--- config.mk ---
export PLATFORM = sky130hd
export DESIGN_NAME = pipe_hazard_ctrl
export DESIGN_NICKNAME = d
export VERILOG_FILES = /design/src/rtl/mips_pipe_pkg.sv /design/src/rtl/hazard_perf_cnt.sv /design/src/rtl/pipe_hazard_ctrl.sv
export SDC_FILE = /design/constraint.sdc
export NUM_CORES = 1
export LEC_CHECK = 0
export BUFFER_PORTS_ARGS = -buffer_cell sky130_fd_sc_hd__buf_2
export CORE_MARGIN = 2
export CORE_UTILIZATION = 31
export DETAILED_ROUTE_END_ITERATION = 10
export PLACE_DENSITY = 0.87
export SYNTH_ARGS = -nofsm -noshare
export SYNTH_HDL_FRONTEND = slang
export SYNTH_HIERARCHICAL = 1
export SYNTH_SLANG_ARGS = --single-unit
--- constraint.sdc ---
create_clock -name clk -period 2.05 [get_ports clk]
set_input_delay 0.615 -clock clk [delete_from_list [all_inputs] [get_ports clk]]
set_output_delay 0.615 -clock clk [all_outputs]
set_load 0.02 [all_outputs]
--- src/rtl/mips_pipe_pkg.sv ---
// mips_pipe_pkg: shared types and constants for the MIPS pipeline control blocks
package mips_pipe_pkg;
   typedef enum logic {RUN, MWAIT} state_t;
   localparam int REG_W = 5;
   localparam logic [REG_W-1:0] REG_ZERO = '0;
   localparam int MEM_TIMEOUT_DEF = 15;
endpackage

--- src/rtl/hazard_perf_cnt.sv ---
// hazard_perf_cnt: 32-bit performance counter that saturates at all ones
module hazard_perf_cnt (
   input  logic        clk,
   input  logic        rst,
   input  logic        en,
   input  logic        inc,
   output logic [31:0] count
);
   always_ff @(posedge clk)
      if (rst) count <= '0;
      else if (en && inc && count != '1) count <= count + 1'b1;
endmodule

--- src/rtl/pipe_hazard_ctrl.sv ---
// pipe_hazard_ctrl: stall/flush scheduler for load-use, taken-branch and memory-wait hazards
// HAZ_PERF_EN enables the stall_cycles/flush_count perf counters
module pipe_hazard_ctrl
   import mips_pipe_pkg::*;
#(
   parameter int MEM_TIMEOUT = MEM_TIMEOUT_DEF
) (
   input  logic             clk,
   input  logic             rst,
   input  logic [REG_W-1:0] id_rs,
   input  logic [REG_W-1:0] id_rt,
   input  logic             id_uses_rt,
   input  logic             ex_memr,
   input  logic             ex_regw,
   input  logic [REG_W-1:0] ex_rdst,
   input  logic             ex_branch_taken,
   input  logic             mem_access,
   input  logic             dmem_ready,
   output logic             pc_hold,
   output logic             ifid_stall,
   output logic             idex_stall,
   output logic             exmem_stall,
   output logic             memwb_stall,
   output logic             ifid_flush,
   output logic             idex_flush,
   output logic             exmem_flush,
   output logic             memwb_flush,
   output logic             mem_err,
   output logic [31:0]      stall_cycles,
   output logic [31:0]      flush_count
);
   localparam int CW = $clog2(MEM_TIMEOUT + 1);
   state_t state, state_n;
   logic [CW-1:0] wait_cnt, wait_cnt_n;
   logic pend, tmo, stl, br, lu;
   always_comb begin
      pend = mem_access & ~dmem_ready;
      tmo = pend && state == MWAIT && wait_cnt == CW'(MEM_TIMEOUT);
      stl = pend & ~tmo;
      br = ~stl & ex_branch_taken;
      lu = ~stl & ~br & ex_memr & ex_regw & (ex_rdst != REG_ZERO) &
           ((ex_rdst == id_rs) | (id_uses_rt & (ex_rdst == id_rt)));
      state_n = stl ? MWAIT : RUN;
      wait_cnt_n = stl ? wait_cnt + 1'b1 : '0;
   end
   always_ff @(posedge clk)
      if (rst) begin
         state <= RUN;
         wait_cnt <= '0;
         mem_err <= 1'b0;
      end else begin
         state <= state_n;
         wait_cnt <= wait_cnt_n;
         mem_err <= mem_err | tmo;
      end
   assign pc_hold = stl | lu;
   assign ifid_stall = stl | lu;
   assign idex_stall = stl;
   assign exmem_stall = stl;
   assign memwb_stall = 1'b0;
   assign ifid_flush = br;
   assign idex_flush = br | lu;
   assign exmem_flush = tmo;
   assign memwb_flush = stl | tmo;
`ifdef HAZ_PERF_EN
   hazard_perf_cnt u_stall (.clk(clk), .rst(rst), .en(1'b1), .inc(pc_hold), .count(stall_cycles));
   hazard_perf_cnt u_flush (.clk(clk), .rst(rst), .en(1'b1), .inc(br), .count(flush_count));
`else
   assign stall_cycles = '0;
   assign flush_count = '0;
`endif
endmodule
==> summary.txt, run 1 <==
Layout
  • Area of the multi-input gates: 578 µm²
  • Register area: 125 µm²
  • Post-Route Utilization: between 30% and 40%
  • Number of non-filler instances in the completed layout: 179
  • Total number of nets in the final design: about 170
  • Area growth from synthesis to layout: 15.2%
  • Fraction of layout instances using a drive strength above 1: between 30% and 40%
  • Fillcell total: between 200 and 300
  • Diodes inserted: 0

Pwr
  • Peak VDD IR: 0.000384 V
  • Leak: 0.560 nW
  • Power density relative to cell area: 433 nW/µm²

Placed design
  • Dpl hpwl: roughly 1300 µm
  • Placed Instances: 172
  • Placer Congestion: 0.714
  • Port Buffer Count: 31

Floorplanning
  • Boundary Pins: between 90 and 100
  • Row count: 19
  • Die outline area: ~3300 µm²
  • Core Area: 2730 µm²
  • Die outline height: between 50 and 60 µm
  • Die X: 57.6 µm
  • Effective utilization at floorplan: 32.5%

Global route
  • Remaining global-route overflow: 0
  • First-pass GRT wire length: 1970 µm
  • Vias in the first global route: between 400 and 500
  • Pin count of the biggest net entering global routing: 7
  • Overall routing resource usage: 8.10%
  • Number of antenna violations at the first check in global routing: 0

Synth
  • Post-synthesis share of cell area spent on xor and xnor gates: a little under an eighth
  • Yosys warnings: 6
  • Simple-Gate Fraction of Synth Area: 10.8%
  • Post-Syn Area: ~890 µm²
  • Cell type contributing the most total cell area after synthesis: sky130_fd_sc_hd__buf_4
  • Largest cells by area after synthesis: sky130_fd_sc_hd__buf_4 (57%), sky130_fd_sc_hd__dfxtp_1 (14%), sky130_fd_sc_hd__xor2_1 (9.8%)
  • Number of distinct library cell variants in the gate-level netlist after synthesis: 22
  • Adder-cell share of the synthesized area: 1.41%
  • Share of Yosys cell area claimed by the top area cell type: 56.5%
  • Average size of a mapped cell: roughly 8.1 µm²
  • Combinational family with the most area after synthesis: buffers and inverters
  • Portion of netlist area occupied by mux cells: 0%
  • Compound-gate portion of the synthesized area: 5.06%
  • Sequential area share after synthesis: 13.5%
  • Synthesized flop and latch total: 6
  • Cell count after synthesis: 110

Timing
  • Unrepaired setup endpoints after global routing: true
  • Minimum period implied by the final worst setup slack: 2430 ps
  • Setup slack of the critical path after layout: -378 ps
  • Total count of hold-check failures in the final report: 0
  • Worst clock skew on the final layout: 5.62 ps
  • Endpoints failing setup: 3
  • Maximum achievable frequency: 0.412 GHz
  • Final period util: 118%
  • Slew Viols, Final: 0

Clock network
  • Sinks on the clock net: 6
  • Number of buffers created by CTS: 3
  • Clock tree from TritonCTS: yes
  • Hold bufs inserted after CTS: 0
  • Number of buffers on the longest clock path: 2
  • Source-to-sink clock delay at the later pin of the worst-skew pair: 240 ps
  • Clock Tree Root: sky130_fd_sc_hd__clkbuf_4
  • Clock-pin slew on the worst setup and hold paths: about 50 ps
  • Total number of H-tree levels: 1

Route
  • Total Routed Length: around 1500 µm
  • DRC violation total after the first TritonRoute iteration: 7
  • Length of the first detailed-routing pass in iterations: 2
  • Wire length per cell after detailed routing: 8.63 µm
  • Drt via density: 3.59
  • Antenna violation net count after detailed routing: 0
  • Via Count: between 600 and 700
  • Post-route DRC violation count: 0

Critical path
  • Data required time at the worst endpoint: 1430 ps
  • Largest fanout on the critical path: 3
  • Kind of end point of the critical path: primary output
  • Origin of the worst setup path: ex_rdst[3]
  • Crit path launch type: input pin
  • Critical path class: in -> out
  • Data arrival time of the critical path: 1810 ps
  • Start of the worst register-to-register path: wait_cnt[0]$_SDFF_PP0_

Min path
  • Classification of the worst-slack hold path: reg -> reg
  • Hold Path Origin: mem_err$_SDFF_PP0_

Run
  • Total of max-cap violations: 0

Status
  • Outcome: finished, violations left
  • Failing checks: negative setup slack
-- cells in the mapped netlist --
| cell type | instances |
|---|---|
| sky130_fd_sc_hd__xor2_1 | 10 |
| sky130_fd_sc_hd__or4_1 | 1 |
| sky130_fd_sc_hd__inv_1 | 1 |
| sky130_fd_sc_hd__xnor2_1 | 2 |
| sky130_fd_sc_hd__nand3_1 | 1 |
| sky130_fd_sc_hd__nor3b_1 | 1 |
| sky130_fd_sc_hd__nor3_1 | 4 |
| sky130_fd_sc_hd__o31ai_2 | 1 |
| sky130_fd_sc_hd__and2_1 | 2 |
| sky130_fd_sc_hd__o21bai_1 | 1 |
| sky130_fd_sc_hd__buf_4 | 67 |
| sky130_fd_sc_hd__conb_1 | 1 |
| sky130_fd_sc_hd__nor2b_1 | 1 |
| sky130_fd_sc_hd__nand2_1 | 1 |
| sky130_fd_sc_hd__nor4_2 | 1 |
| sky130_fd_sc_hd__nor2_1 | 4 |
| sky130_fd_sc_hd__ha_1 | 1 |
| sky130_fd_sc_hd__o2111ai_1 | 1 |
| sky130_fd_sc_hd__o211ai_1 | 1 |
| sky130_fd_sc_hd__a32oi_1 | 1 |
| sky130_fd_sc_hd__dfxtp_1 | 6 |
| sky130_fd_sc_hd__nand4_1 | 1 |
-- kinds of logic (layout without fill, tap and decap cells) --
logic type,Yosys count,count (layout)
buf+inv,68,42
fa+ha+maj,1,1
xor+xnor,12,12
simple gates,17,17
flops,6,6
other cells,1,65
compound gates,5,5
-- final cells by class --
class	instances	area share, %
Clock buffer	3	2.20
Inverter	1	0.611
Multi-Input combinational cell	100	56.4
Sequential cell	6	12.2
Tap cell	31	3.79
Timing Repair Buffer	38	24.8
-- critical path, cell delays in order --
cell and delay [ps]:
sky130_fd_sc_hd__buf_8 100, sky130_fd_sc_hd__xor2_2 160, sky130_fd_sc_hd__nor4_2 290, sky130_fd_sc_hd__a32oi_2 180
sky130_fd_sc_hd__o31ai_4 270, sky130_fd_sc_hd__buf_4 190
-- flip-flops by register name, summed over array words and instances (netlist names) --
| register | count |
|---|---|
| wait_cnt | 4 |
| mem_err | 1 |
| state | 1 |
-- power breakdown --
part	total, mW	leakage [nW]	internal, mW	switching [mW]
combinational	0.218	0.497	0.0575	0.160
clock	0.106	0.0138	0.0660	0.0401
sequential	0.119	0.0498	0.118	0.00119
-- cell usage in the layout (no fill, tap or decap), drive strengths merged --
cell     synthesis  final
nor3b            1      1
nor2             4      4
dfxtp            6      6
ha               1      1
xnor2            2      2
nand3            1      1
o2111ai          1      1
nor4             1      1
and2             2      2
conb             1     65
nand4            1      1
inv              1      1
nand2            1      1
o211ai           1      1
xor2            10     10
o31ai            1      1
nor3             4      4
buf             67     38
nor2b            1      1
o21bai           1      1
a32oi            1      1
or4              1      1
clkbuf           0      3
-- stage by stage --
stage	total power, mW	hold slack (ps)	instance area (µm²)	setup slack [ps]	setup TNS (ps)
3_3_place_gp	0.313	444	862	-425	-1160
2_1_floorplan	0.365	426	1150	-324	-582
5_1_grt	0.471	509	1020	-435	-1320
6_report	0.443	467	1020	-378	-1030
4_1_cts	0.435	425	931	-395	-1080
3_5_place_dp	0.315	454	862	-422	-1160
-- per-layer routing --
layer | global-route usage [%] | part of all wire, % | up-vias
li1 | - | - | 297
met1 | 7.57 | 30 | 287
met5 | 0 | 0 | -
met4 | 3.99 | 0.91 | 0
met3 | 2.95 | 13 | 2
met2 | 15.3 | 56 | 57
-- final timing paths --
check                            to  slack [ps]  cells after the start
max reg2reg  wait_cnt[2]$_SDFF_PP0_         750                      7
min              mem_err$_SDFF_PP0_         470                      2
max                         pc_hold        -380                      6
min reg2reg      mem_err$_SDFF_PP0_         470                      2
-- repair_timing --
| item | CTS | global route |
|---|---|---|
| resized for setup | 13 | 16 |
| pin swaps | 2 | 2 |
| endpoints found under the hold margin | 0 | 0 |
| endpoints found under the setup margin | 6 | 7 |
| buffers inserted | 0 | 4 |
No activity file was read; power rests on OpenSTA's default activity.
==> inputs of run 2 (changes only) <==
- ABC_AREA: not set -> 1
- CORE_UTILIZATION: 31 -> 30
- PLACE_DENSITY: 0.87 -> 0.81
==> summary.txt, run 2 <==
Critical path
  • Ordered list of cells on the worst path: ha_4, nand2_2, inv_2, a31oi_4, buf_4, inv_1, nand2_2, buf_6
  • Delay of the slowest cell on the worst path: 350 ps
  • Kind of end point of the critical path: primary output
  • Start of the worst register-to-register path: wait_cnt[0]$_SDFF_PP0_
  • Largest fanout on the critical path: 3
  • Crit path launch type: register
  • Data arrival time of the critical path: 1440 ps
  • Data required time at the worst endpoint: 1430 ps
  • Buffering stage count on the worst path with inverters included: 4
  • Critical path class: reg -> out
  • Origin of the worst setup path: wait_cnt[0]$_SDFF_PP0_
  • Most common cell on crit path: sky130_fd_sc_hd__nand2_2
  • Worst path top cell family by delay: buffers and inverters
  • Cell at the slowest stage of the critical path: sky130_fd_sc_hd__dfxtp_4

Layout
  • Most frequent standard cell in the layout excluding fill and tap cells: sky130_fd_sc_hd__conb_1
  • Area of the multi-input gates: ~560 µm²
  • Final non-filler cell area: 1110 µm²
  • Area growth from synthesis to layout: 10.5%
  • Number of flip-flops under the largest register name: 4
  • Post-Route Utilization: a little over a third
  • Diodes inserted: 0
  • Register ranked first by flip-flop count: wait_cnt
  • Number of non-filler instances in the completed layout: 241
  • Commonest non-fill, non-tap cells in the layout: sky130_fd_sc_hd__conb_1 (65), sky130_fd_sc_hd__nand2_1 (27), sky130_fd_sc_hd__buf_2 (23), sky130_fd_sc_hd__inv_1 (20)
  • Total number of nets in the final design: 223
  • Fillcell total: 363
  • Biggest regs: wait_cnt: 4 flops, mem_err: 1 flops, state: 1 flops
  • Register area: 125 µm²
  • Fraction of layout instances using a drive strength above 1: 30.5%

Route
  • Antenna violation net count after detailed routing: 0
  • Length of the first detailed-routing pass in iterations: 4
  • DRC violation total after the first TritonRoute iteration: 8
  • Wire length per cell after detailed routing: around 6.6 µm
  • Post-route DRC violation count: 0
  • Via Count: about 790
  • Drt via density: 3.27
  • Total Routed Length: between 1500 and 2000 µm

Floorplanning
  • Effective utilization at floorplan: 32.0%
  • Die outline area: 3820 µm²
  • Row count: 20
  • Boundary Pins: 97
  • Die X: 61.8 µm
  • Die outline height: 61.8 µm
  • Core Area: 3130 µm²

Synth
  • Most numerous cell types in the synthesized netlist: sky130_fd_sc_hd__buf_4 (67), sky130_fd_sc_hd__nand2_1 (33), sky130_fd_sc_hd__inv_1 (23)
  • Number of distinct library cell variants in the gate-level netlist after synthesis: 17
  • Post-Syn Area: 1000 µm²
  • Share of Yosys cell area claimed by the top area cell type: 50.2%
  • Largest cells by area after synthesis: sky130_fd_sc_hd__buf_4 (50%), sky130_fd_sc_hd__nand2_1 (12%), sky130_fd_sc_hd__dfxtp_1 (12%)
  • Synthesized flop and latch total: 6
  • Cell count after synthesis: 158
  • Yosys warnings: 6
  • Average size of a mapped cell: 6.34 µm²
  • Share of synthesized flip-flops with an asynchronous set or reset: 0%
  • Sequential area share after synthesis: 12.0%
  • Most common cell in the netlist: sky130_fd_sc_hd__buf_4
  • Cell type contributing the most total cell area after synthesis: sky130_fd_sc_hd__buf_4
  • Post-synth EDFFs: 0
  • Synth Flop Type: sky130_fd_sc_hd__dfxtp_1

Clock network
  • Source-to-sink clock delay at the later pin of the worst-skew pair: 240 ps
  • Number of buffers on the longest clock path: 2
  • Total number of H-tree levels: 1
  • Clock-pin slew on the worst setup and hold paths: 50 ps
  • Number of buffers created by CTS: 3
  • Sinks on the clock net: 6
  • Clock tree from TritonCTS: yes
  • Clock Tree Root: sky130_fd_sc_hd__clkbuf_4

Timing
  • Setup slack of the critical path after layout: -1.92 ps
  • Final period util: 100%
  • Unrepaired setup endpoints after global routing: true
  • Total count of hold-check failures in the final report: 0
  • Minimum period implied by the final worst setup slack: 2050 ps
  • Endpoints failing setup: 2
  • Maximum achievable frequency: 0.487 GHz
  • Slew Viols, Final: 0
  • Worst clock skew on the final layout: 7.00 ps
  • Worst slack on hold paths: 478 ps

Placed design
  • Port Buffer Count: 31
  • Cell area reported after detailed placement: ~980 µm²
  • Dpl hpwl: 1360 µm
  • Placer Congestion: 0.752
  • Placed Instances: 233

Status
  • Outcome: finished, violations left
  • Failing checks: negative setup slack

Global route
  • GR met3 Demand/Resource: about 1.9%
  • Vias in the first global route: roughly 570
  • Remaining global-route overflow: 0
  • Pin count of the biggest net entering global routing: 6
  • M1 GR Usage: 7.20%
  • Global Route met2 Usage: between 10 and 15%
  • Number of antenna violations at the first check in global routing: 0
  • Peak-usage layer in the global routing report: met2
  • First-pass GRT wire length: 2000 µm
  • Overall routing resource usage: roughly 7.0%

Pwr
  • Power density relative to cell area: 399 nW/µm²
  • Peak VDD IR: 0.000329 V
  • Leak: 0.736 nW
  • Final total power: 0.442 mW

Min path
  • Hold Path Origin: mem_err$_SDFF_PP0_
  • Classification of the worst-slack hold path: reg -> reg

Run
  • Total of max-cap violations: 0
## run 2: power breakdown
group / internal (mW) / switching [mW]
registers: 0.118 / 0.00181
logic: 0.0548 / 0.162
clock network: 0.0660 / 0.0391
## run 2: layout make-up
class,instances,area share (%)
multi-input combinational,125,51.0
timing repair buffer,39,22.6
sequential,6,11.3
inverter,24,8.14
tap,44,4.97
clock buffer,3,2.03
## run 2: kinds of logic after synthesis
group	share of synthesized area, %
and+or+nand+nor	22.6
adders and majority gates	1.25
AOI/OAI and AO/OA	2.87
DFF	12.0
buffers and inverters	59.2
other	0.374
xor gates and xnor gates	1.75
## run 2: routing by layer
metal,wire (µm),part of all wire (%)
met1,579,36
met2,870,54
met3,130,8.1
met4,18,1.1
met5,0,0
## run 2: repair_timing
item / 4_1_cts / 5_1_grt
setup endpoints to repair: 3 / 5
pin swaps: 2 / 11
setup buffers: 1 / 4
gates resized for setup: 6 / 20
endpoints found under the hold margin: 0 / 0
hold buffers: 0 / 0
## run 2: through the flow
stage	worst slack [ps]	TNS (ps)
2_1_floorplan	3.70	0
3_3_place_gp	-18.5	-51.0
3_5_place_dp	-32.6	-78.2
4_1_cts	-9.67	-17.2
5_1_grt	-78.9	-335
6_report	-1.92	-3.17
## run 2: final timing paths
kind	to	slack [ps]	cells past startpoint
worst min-delay path	mem_err$_SDFF_PP0_	480	2
worst max register to register	wait_cnt[2]$_SDFF_PP0_	740	8
worst max-delay path	pc_hold	-2	8
worst min register to register	mem_err$_SDFF_PP0_	480	2
## run 2: worst register-to-register path: cells and delay by family, from the launching register on
kind,cells,cell delay (ps)
buffers and inverters,3,300
flip-flops,1,350
AO/OA/AOI/OAI,1,210
AND/OR/NAND/NOR,3,230
adder cells (fa/ha/maj),1,160
